$ cat config.mk
export PLATFORM = sky130hd
export DESIGN_NAME = dmi_reg_responder
export DESIGN_NICKNAME = d
export VERILOG_FILES = /design/src/rtl/dmi_reg_responder.sv
export SDC_FILE = /design/constraint.sdc
export NUM_CORES = 1
export LEC_CHECK = 0
export CAP_MARGIN = 25
export CORE_MARGIN = 2
export CORE_UTILIZATION = 56
export CTS_CLUSTER_SIZE = 10
export DETAILED_ROUTE_END_ITERATION = 12
export PLACE_DENSITY = 0.78
export SETUP_SLACK_MARGIN = 0.5
export SYNTH_ARGS = -nofsm -noshare
export SYNTH_HDL_FRONTEND = slang
export SYNTH_SLANG_ARGS = --single-unit
$ cat constraint.sdc
create_clock -name clk_i -period 22.1 [get_ports clk_i]
set_input_delay 5.525 -clock clk_i [delete_from_list [all_inputs] [get_ports clk_i]]
set_output_delay 5.525 -clock clk_i [all_outputs]
set_load 0.005 [all_outputs]
$ cat src/rtl/dmi_reg_responder.sv
// dmi_reg_responder: target end of a DMI request/response link backed by a
// local 32-bit register file, with a fixed, parameterised response latency.
// Optional build macro DMI_REG_RESPONDER_STATS_EN maps a read-only saturating
// count of accepted requests at address 7'h7F.
//
// state     | meaning
// ----------+-----------------------------------------------------------
// ST_IDLE   | ready for a request; op executes on the accept edge
// ST_WAIT   | latency countdown, request channel closed
// ST_RESP   | response presented, held until dmi_rsp_ready
module dmi_reg_responder #(
    parameter int unsigned NumRegs    = 16,
    parameter int unsigned RspLatency = 2,
    parameter logic [31:0] ResetVal   = 32'h0
) (
    input  logic        clk_i,
    input  logic        rst_i,
    input  logic        dmi_req_valid,
    output logic        dmi_req_ready,
    input  logic [6:0]  dmi_req_addr,
    input  logic [1:0]  dmi_req_op,
    input  logic [31:0] dmi_req_data,
    output logic        dmi_rsp_valid,
    input  logic        dmi_rsp_ready,
    output logic [31:0] dmi_rsp_data,
    output logic [1:0]  dmi_rsp_resp,
    input  logic        dmi_rst_n
);

    localparam int unsigned IdxW     = (NumRegs > 1) ? $clog2(NumRegs) : 1;
    localparam logic [7:0]  NumRegsL = 8'(NumRegs);
    localparam logic [7:0]  LatL     = 8'(RspLatency);
    localparam logic [1:0]  OpNop    = 2'd0;
    localparam logic [1:0]  OpRead   = 2'd1;
    localparam logic [1:0]  OpWrite  = 2'd2;
    localparam logic [1:0]  RespOk   = 2'd0;
    localparam logic [1:0]  RespFail = 2'd2;

    typedef enum logic [1:0] {
        ST_IDLE = 2'd0,
        ST_WAIT = 2'd1,
        ST_RESP = 2'd2
    } state_e;

    state_e      state_q, state_d;
    logic [7:0]  cnt_q, cnt_d;
    logic [31:0] regs_q [NumRegs];
    logic [31:0] regs_d [NumRegs];
    logic [31:0] rsp_data_q, rsp_data_d;
    logic [1:0]  rsp_resp_q, rsp_resp_d;
    logic        init_done_q, init_done_d;
    logic        accept;
    logic        in_range;
    logic [IdxW-1:0] idx;

`ifdef DMI_REG_RESPONDER_STATS_EN
    localparam logic [6:0] StatAddr = 7'h7F;
    logic [31:0] stat_q, stat_d, stat_inc;
`endif

    assign dmi_req_ready = (state_q == ST_IDLE) && init_done_q && dmi_rst_n;
    assign dmi_rsp_valid = (state_q == ST_RESP);
    assign dmi_rsp_data  = rsp_data_q;
    assign dmi_rsp_resp  = rsp_resp_q;
    assign accept        = dmi_req_valid && dmi_req_ready;
    assign in_range      = ({1'b0, dmi_req_addr} < NumRegsL);
    assign idx           = dmi_req_addr[IdxW-1:0];

    // Next-state, register-file update and response capture.
    always_comb begin
        state_d     = state_q;
        cnt_d       = cnt_q;
        regs_d      = regs_q;
        rsp_data_d  = rsp_data_q;
        rsp_resp_d  = rsp_resp_q;
        init_done_d = 1'b1;
`ifdef DMI_REG_RESPONDER_STATS_EN
        stat_inc = (&stat_q) ? stat_q : stat_q + 32'd1;
        stat_d   = stat_q;
`endif

        case (state_q)
            ST_IDLE: begin
                if (accept) begin
`ifdef DMI_REG_RESPONDER_STATS_EN
                    stat_d = stat_inc;
`endif
                    rsp_data_d = 32'h0;
                    rsp_resp_d = RespFail;
                    case (dmi_req_op)
                        OpNop: rsp_resp_d = RespOk;
                        OpRead: begin
                            if (in_range) begin
                                rsp_data_d = regs_q[idx];
                                rsp_resp_d = RespOk;
                            end
`ifdef DMI_REG_RESPONDER_STATS_EN
                            else if (dmi_req_addr == StatAddr) begin
                                rsp_data_d = stat_inc;
                                rsp_resp_d = RespOk;
                            end
`endif
                        end
                        OpWrite: begin
                            if (in_range) begin
                                regs_d[idx] = dmi_req_data;
                                rsp_resp_d  = RespOk;
                            end
                        end
                        default: rsp_resp_d = RespFail;
                    endcase
                    cnt_d   = LatL;
                    state_d = (LatL == 8'd0) ? ST_RESP : ST_WAIT;
                end
            end
            ST_WAIT: begin
                if (cnt_q <= 8'd1) begin
                    state_d = ST_RESP;
                end else begin
                    cnt_d = cnt_q - 8'd1;
                end
            end
            ST_RESP: begin
                if (dmi_rsp_ready) begin
                    state_d    = ST_IDLE;
                    rsp_data_d = 32'h0;
                    rsp_resp_d = RespOk;
                end
            end
            default: state_d = ST_IDLE;
        endcase

        // Functional reset from the initiator wins over everything, including a pending response.
        if (!dmi_rst_n) begin
            state_d    = ST_IDLE;
            cnt_d      = 8'd0;
            regs_d     = '{default: ResetVal};
            rsp_data_d = 32'h0;
            rsp_resp_d = RespOk;
`ifdef DMI_REG_RESPONDER_STATS_EN
            stat_d     = 32'h0;
`endif
        end
    end

    // State, counter, register file and response registers.
    always_ff @(posedge clk_i or posedge rst_i) begin
        if (rst_i) begin
            state_q     <= ST_IDLE;
            cnt_q       <= 8'd0;
            regs_q      <= '{default: ResetVal};
            rsp_data_q  <= 32'h0;
            rsp_resp_q  <= RespOk;
            init_done_q <= 1'b0;
`ifdef DMI_REG_RESPONDER_STATS_EN
            stat_q      <= 32'h0;
`endif
        end else begin
            state_q     <= state_d;
            cnt_q       <= cnt_d;
            regs_q      <= regs_d;
            rsp_data_q  <= rsp_data_d;
            rsp_resp_q  <= rsp_resp_d;
            init_done_q <= init_done_d;
`ifdef DMI_REG_RESPONDER_STATS_EN
            stat_q      <= stat_d;
`endif
        end
    end

endmodule

Word-level counts from Yosys, hierarchy flattened
Cells that the tools add are included.

Mux-type cells: 31. Bitwise operators: 1. Magnitude comparators: 4. Reduce and logical (&&, ||, !) cells: 11. Equality and inequality tests: 14. Add/sub/neg operators: 1.

Operator list (count): 512-bit two-way mux (5); 512-bit bitwise mux (1); 32-bit two-way mux (8); 32-bit binary-select mux with 4-bit select (1); 32-bit demux with 4-bit select (1); 32-bit case mux with 2 select lines (1); 8-bit two-way mux (3); 8-bit case mux with 2 select lines (1); 2-bit two-way mux (7); 3-bit != test, second input constant (4); 3-bit AND reduction (3); 8-bit by 1-bit <= comparator with 1-bit output, second input constant (1); 2-bit by 1-bit != test with 1-bit output, second input constant (4); 2-bit case mux with 2 select lines (2); 8-bit by 1-bit subtractor with 8-bit output, second input constant (1); 7-bit by 5-bit < comparator with 1-bit output, second input constant (1); 2-bit case mux with 3 select lines (1); 5-bit >= comparator, second input constant (1); 5-bit by 1-bit < comparator with 1-bit output, second input constant (1); 4-bit inverter with 5-bit output (1); 2-bit by 1-bit equality test with 1-bit output, second input constant (2); 2-bit equality test, second input constant (2); 1-bit logical AND (4); 2-bit logical NOT (2); other kinds (4) (4).

Output and inout bits: 36. Logic and storage cells: 83. Register bits: 557. Input port bits: 46.

Longest topological paths before layout
Word-level depth: 11. Mapped depth: 8.

Worst setup path after synthesis
Ideal clock, no wire load.

Path kind: input port to output port. Start: input port dmi_rst_n. End: output port dmi_req_ready. Data required time: 16575 ps. Path buffers: 1. Stages on the path: 3. Path slack: 10501 ps. Data arrival time: 6074 ps. Path through: buf_2 -> nor3b_4 -> and2_1.

Cells in the longest elaborated chain, start to end: 1.

Ends and longest elaborated chain: start, declared (line 27) `input logic dmi_rst_n`; 1-bit logical AND (line 61) `assign dmi_req_ready = (state_q == ST_IDLE) && init_done_q && dmi_rst_n;`; end, declared (line 19) `output logic dmi_req_ready,`.

No other way between the ends.

Worst setup path after layout
Ends and elaborated chain as after synthesis.

==> run_results.csv <==
group,metric,value,unit
outcome,outcome,"finished, final reports clean",
global_routing,grt-ovfl-total,0,
floorplanning,core_area,0.0503,sq mm
synth,synth_cells,2521,
synth,synth_flop_cell,"dfrtp_1",
detailed_routing,routed_wl,75200,um
floorplanning,start_util,0.569,
sta,period_share,0.577,
placed_design,dp_hpwl,41100,um
clock_tree,insertion_delay,0.64,ns
synth,synth_nets,2572,
clock_tree,cts_tree,"yes",
critical_path,ff2ff_path_depth,6,
sta,slew_violations,0,
layout,mostFrequentLayoutCell,"dfrtp_1",
synth,async_flop_share,1.00,
placed_design,pre_cts_ws,9.34,ns
layout,layout_common_cells,"dfrtp_1, nand2_1, mux2i_1",
floorplanning,die_x,230,um
synth,ys_ff_latch,556,
placed_design,gp_congestion,0.822,
clock_tree,post_cts_buffers,0,
layout,drive_gt1_frac,0.121,
sta,finClkSkew,0.0258,ns
worst_hold_path,min_path_type,"reg -> reg",
sta,slew_headroom,0.267,
sta,fin_ws,9.34,ns
sta,tightestPinTransition,1.10,ns
floorplanning,row_count,82,
critical_path,cp.arrival,7.23,ns
detailed_routing,drt_iter0_drc,2819,
critical_path,start_kind,"input port",
layout,synthToLayoutAreaGrowth,6.54,%
sta,fin_tns_setup,0,ns
flow_run,drv_cap,0,
detailed_routing,ant_nets,0,
synth,ys_warn_count,0,
clock_tree,ctsHoldBuffers,0,
floorplanning,die_area,0.0529,sq mm
detailed_routing,viasPerCell,6.73,
critical_path,end_kind,"output pin",
sta,finalSetupViolations,0,
clock_tree,htree_levels,2,
detailed_routing,wl_per_cell,24.3,um
synth,synth_edf_count,0,
critical_path,required,16.58,ns
critical_path,crit_end,"dmi_req_ready",
critical_path,r2r_end,"regs_q[141]",
floorplanning,boundaryPins,82,
detailed_routing,drc,0,
critical_path,r2r_setup_slack,19.06,ns
critical_path,cp-startpoint,"dmi_rst_n",
global_routing,antenna_found_initial,4,
synth,ys_seq_area_frac,0.487,
detailed_routing,dr_total_vias,20800,
sta,hold_viol_final,0,
clock_tree,clockBufferDepth,3,
floorplanning,die_h,230,um
layout,fillers,3846,
synth,avgSynthCellArea,11.3,sq um
clock_tree,cts_resized,0,
sta,fin_crit,12.76,ns
critical_path,r2r_start,"state_q[1]",
worst_hold_path,min_path_cells,1,
clock_tree,cts_sinks,556,
synth,synth.cell_area,0.0286,sq mm
power,p_leak,12.7,nW
layout,final_nets,2465,
global_routing,grt_start_max_net_pins,256,
clock_tree,cts-buffers-inserted,61,
power,peakVddDrop,0.0000612,V
global_routing,grt_usage,0.287,
clock_tree,clock-root-buffer,"clkbuf_16",
power,power_density,67.7,mW/mm^2
placed_design,port_buffers,80,
synth,synthDistinctLibCells,54,
sta,rsz0062_at_grt,"no",
critical_path,cp_max_fo,160,
sta,fmax,78.4,MHz
global_routing,grt_pass1_vias,21300,
clock_tree,cts.clk_slew.worst_paths,0.05,ns
critical_path,crit_type,"in -> out",
global_routing,grt_pass1_wl,120000,um
detailed_routing,first_pass_iters,7,
synth_stat cells (32+ instances only):
| library cell | number | area share |
|---|---|---|
| clkbuf_1 | 144 | 0.019 |
| nand2_1 | 265 | 0.035 |
| a221o_1 | 32 | 0.011 |
| mux4_2 | 128 | 0.10 |
| nand3_1 | 259 | 0.045 |
| o21ai_0 | 67 | 0.012 |
| buf_6 | 75 | 0.030 |
| o21ai_1 | 222 | 0.039 |
| o211ai_1 | 33 | 0.0087 |
| dfrtp_1 | 556 | 0.49 |
| mux2_2 | 34 | 0.013 |
| mux2i_1 | 260 | 0.091 |
| nor2_1 | 38 | 0.0050 |
| a21boi_1 | 243 | 0.064 |
kinds of logic (layout without fill, tap and decap cells):
logic type,Yosys count,in the layout,synth area share
AOI/OAI and AO/OA,628,628,0.142
other,2,5,0.000263
and+or+nand+nor,612,612,0.0999
buffers and inverters,296,193,0.0636
adders and majority gates,5,5,0.00219
muxes,422,422,0.205
DFF,556,556,0.487
state kept, by name, summed over array words and instances (netlist names):
register,count
dmi_rsp_resp,1
dmi_rsp_data,32
state_q,2
cnt_q,8
init_done_q,1
regs_q,512
worst max-delay path: stages:
cell,delay [ns]
buf_8,0.59
nor3b_4,0.43
and2_1,0.18
clkdlybuf4s50_1,0.50
through the flow:
stage | hold slack, ns | total power, mW | cells | utilization | cell area (sq um)
2_1_floorplan | 0.486 | 1.17 | 2521 | - | 28600
3_3_place_gp | 0.491 | 1.20 | 3021 | 0.573 | 28800
3_5_place_dp | 0.501 | 1.20 | 3022 | 0.574 | 28800
4_1_cts | 0.516 | 2.07 | 3089 | 0.605 | 30400
5_1_grt | 0.542 | 2.13 | 3091 | 0.606 | 30500
6_report | 0.516 | 2.06 | 3093 | 0.606 | 30500
area by class of cell:
type	count	area, sq um	area share
Multi-Input combinational cell	1669	12900	0.424
Sequential cell	556	13900	0.457
Antenna cell	3	7.51	0.000246
Clock buffer	64	1550	0.0508
Inverter	7	33.8	0.00111
Tap cell	672	841	0.0276
Timing Repair Buffer	119	1160	0.0382
Clock inverter	3	41.3	0.00136
how the worst min path moves through the flow:
| stage | from | end |
|---|---|---|
| floorplan | regs_q[140] | regs_q[140] |
| global placement | dmi_rsp_resp[1] | dmi_rsp_resp[1] |
| detailed placement | dmi_rsp_resp[1] | dmi_rsp_resp[1] |
| CTS | dmi_rsp_resp[1] | dmi_rsp_resp[1] |
| global route | regs_q[75] | regs_q[75] |
| finish | dmi_rsp_resp[1] | dmi_rsp_resp[1] |
per-layer routing:
metal | up-vias | share of wire | GRT usage
met4 | 2 | 0.029 | 0.105
li1 | 8861 | - | -
met2 | 1010 | 0.48 | 0.457
met3 | 169 | 0.085 | 0.0500
met5 | - | 0.00016 | 0
met1 | 10800 | 0.40 | 0.398
power breakdown:
group | leakage, nW | internal, mW | switching, mW
sequential | 7.76 | 1.02 | 0.00652
combinational | 4.17 | 0.0489 | 0.107
clock | 0.780 | 0.487 | 0.387
No activity file was read; power rests on OpenSTA's default activity.
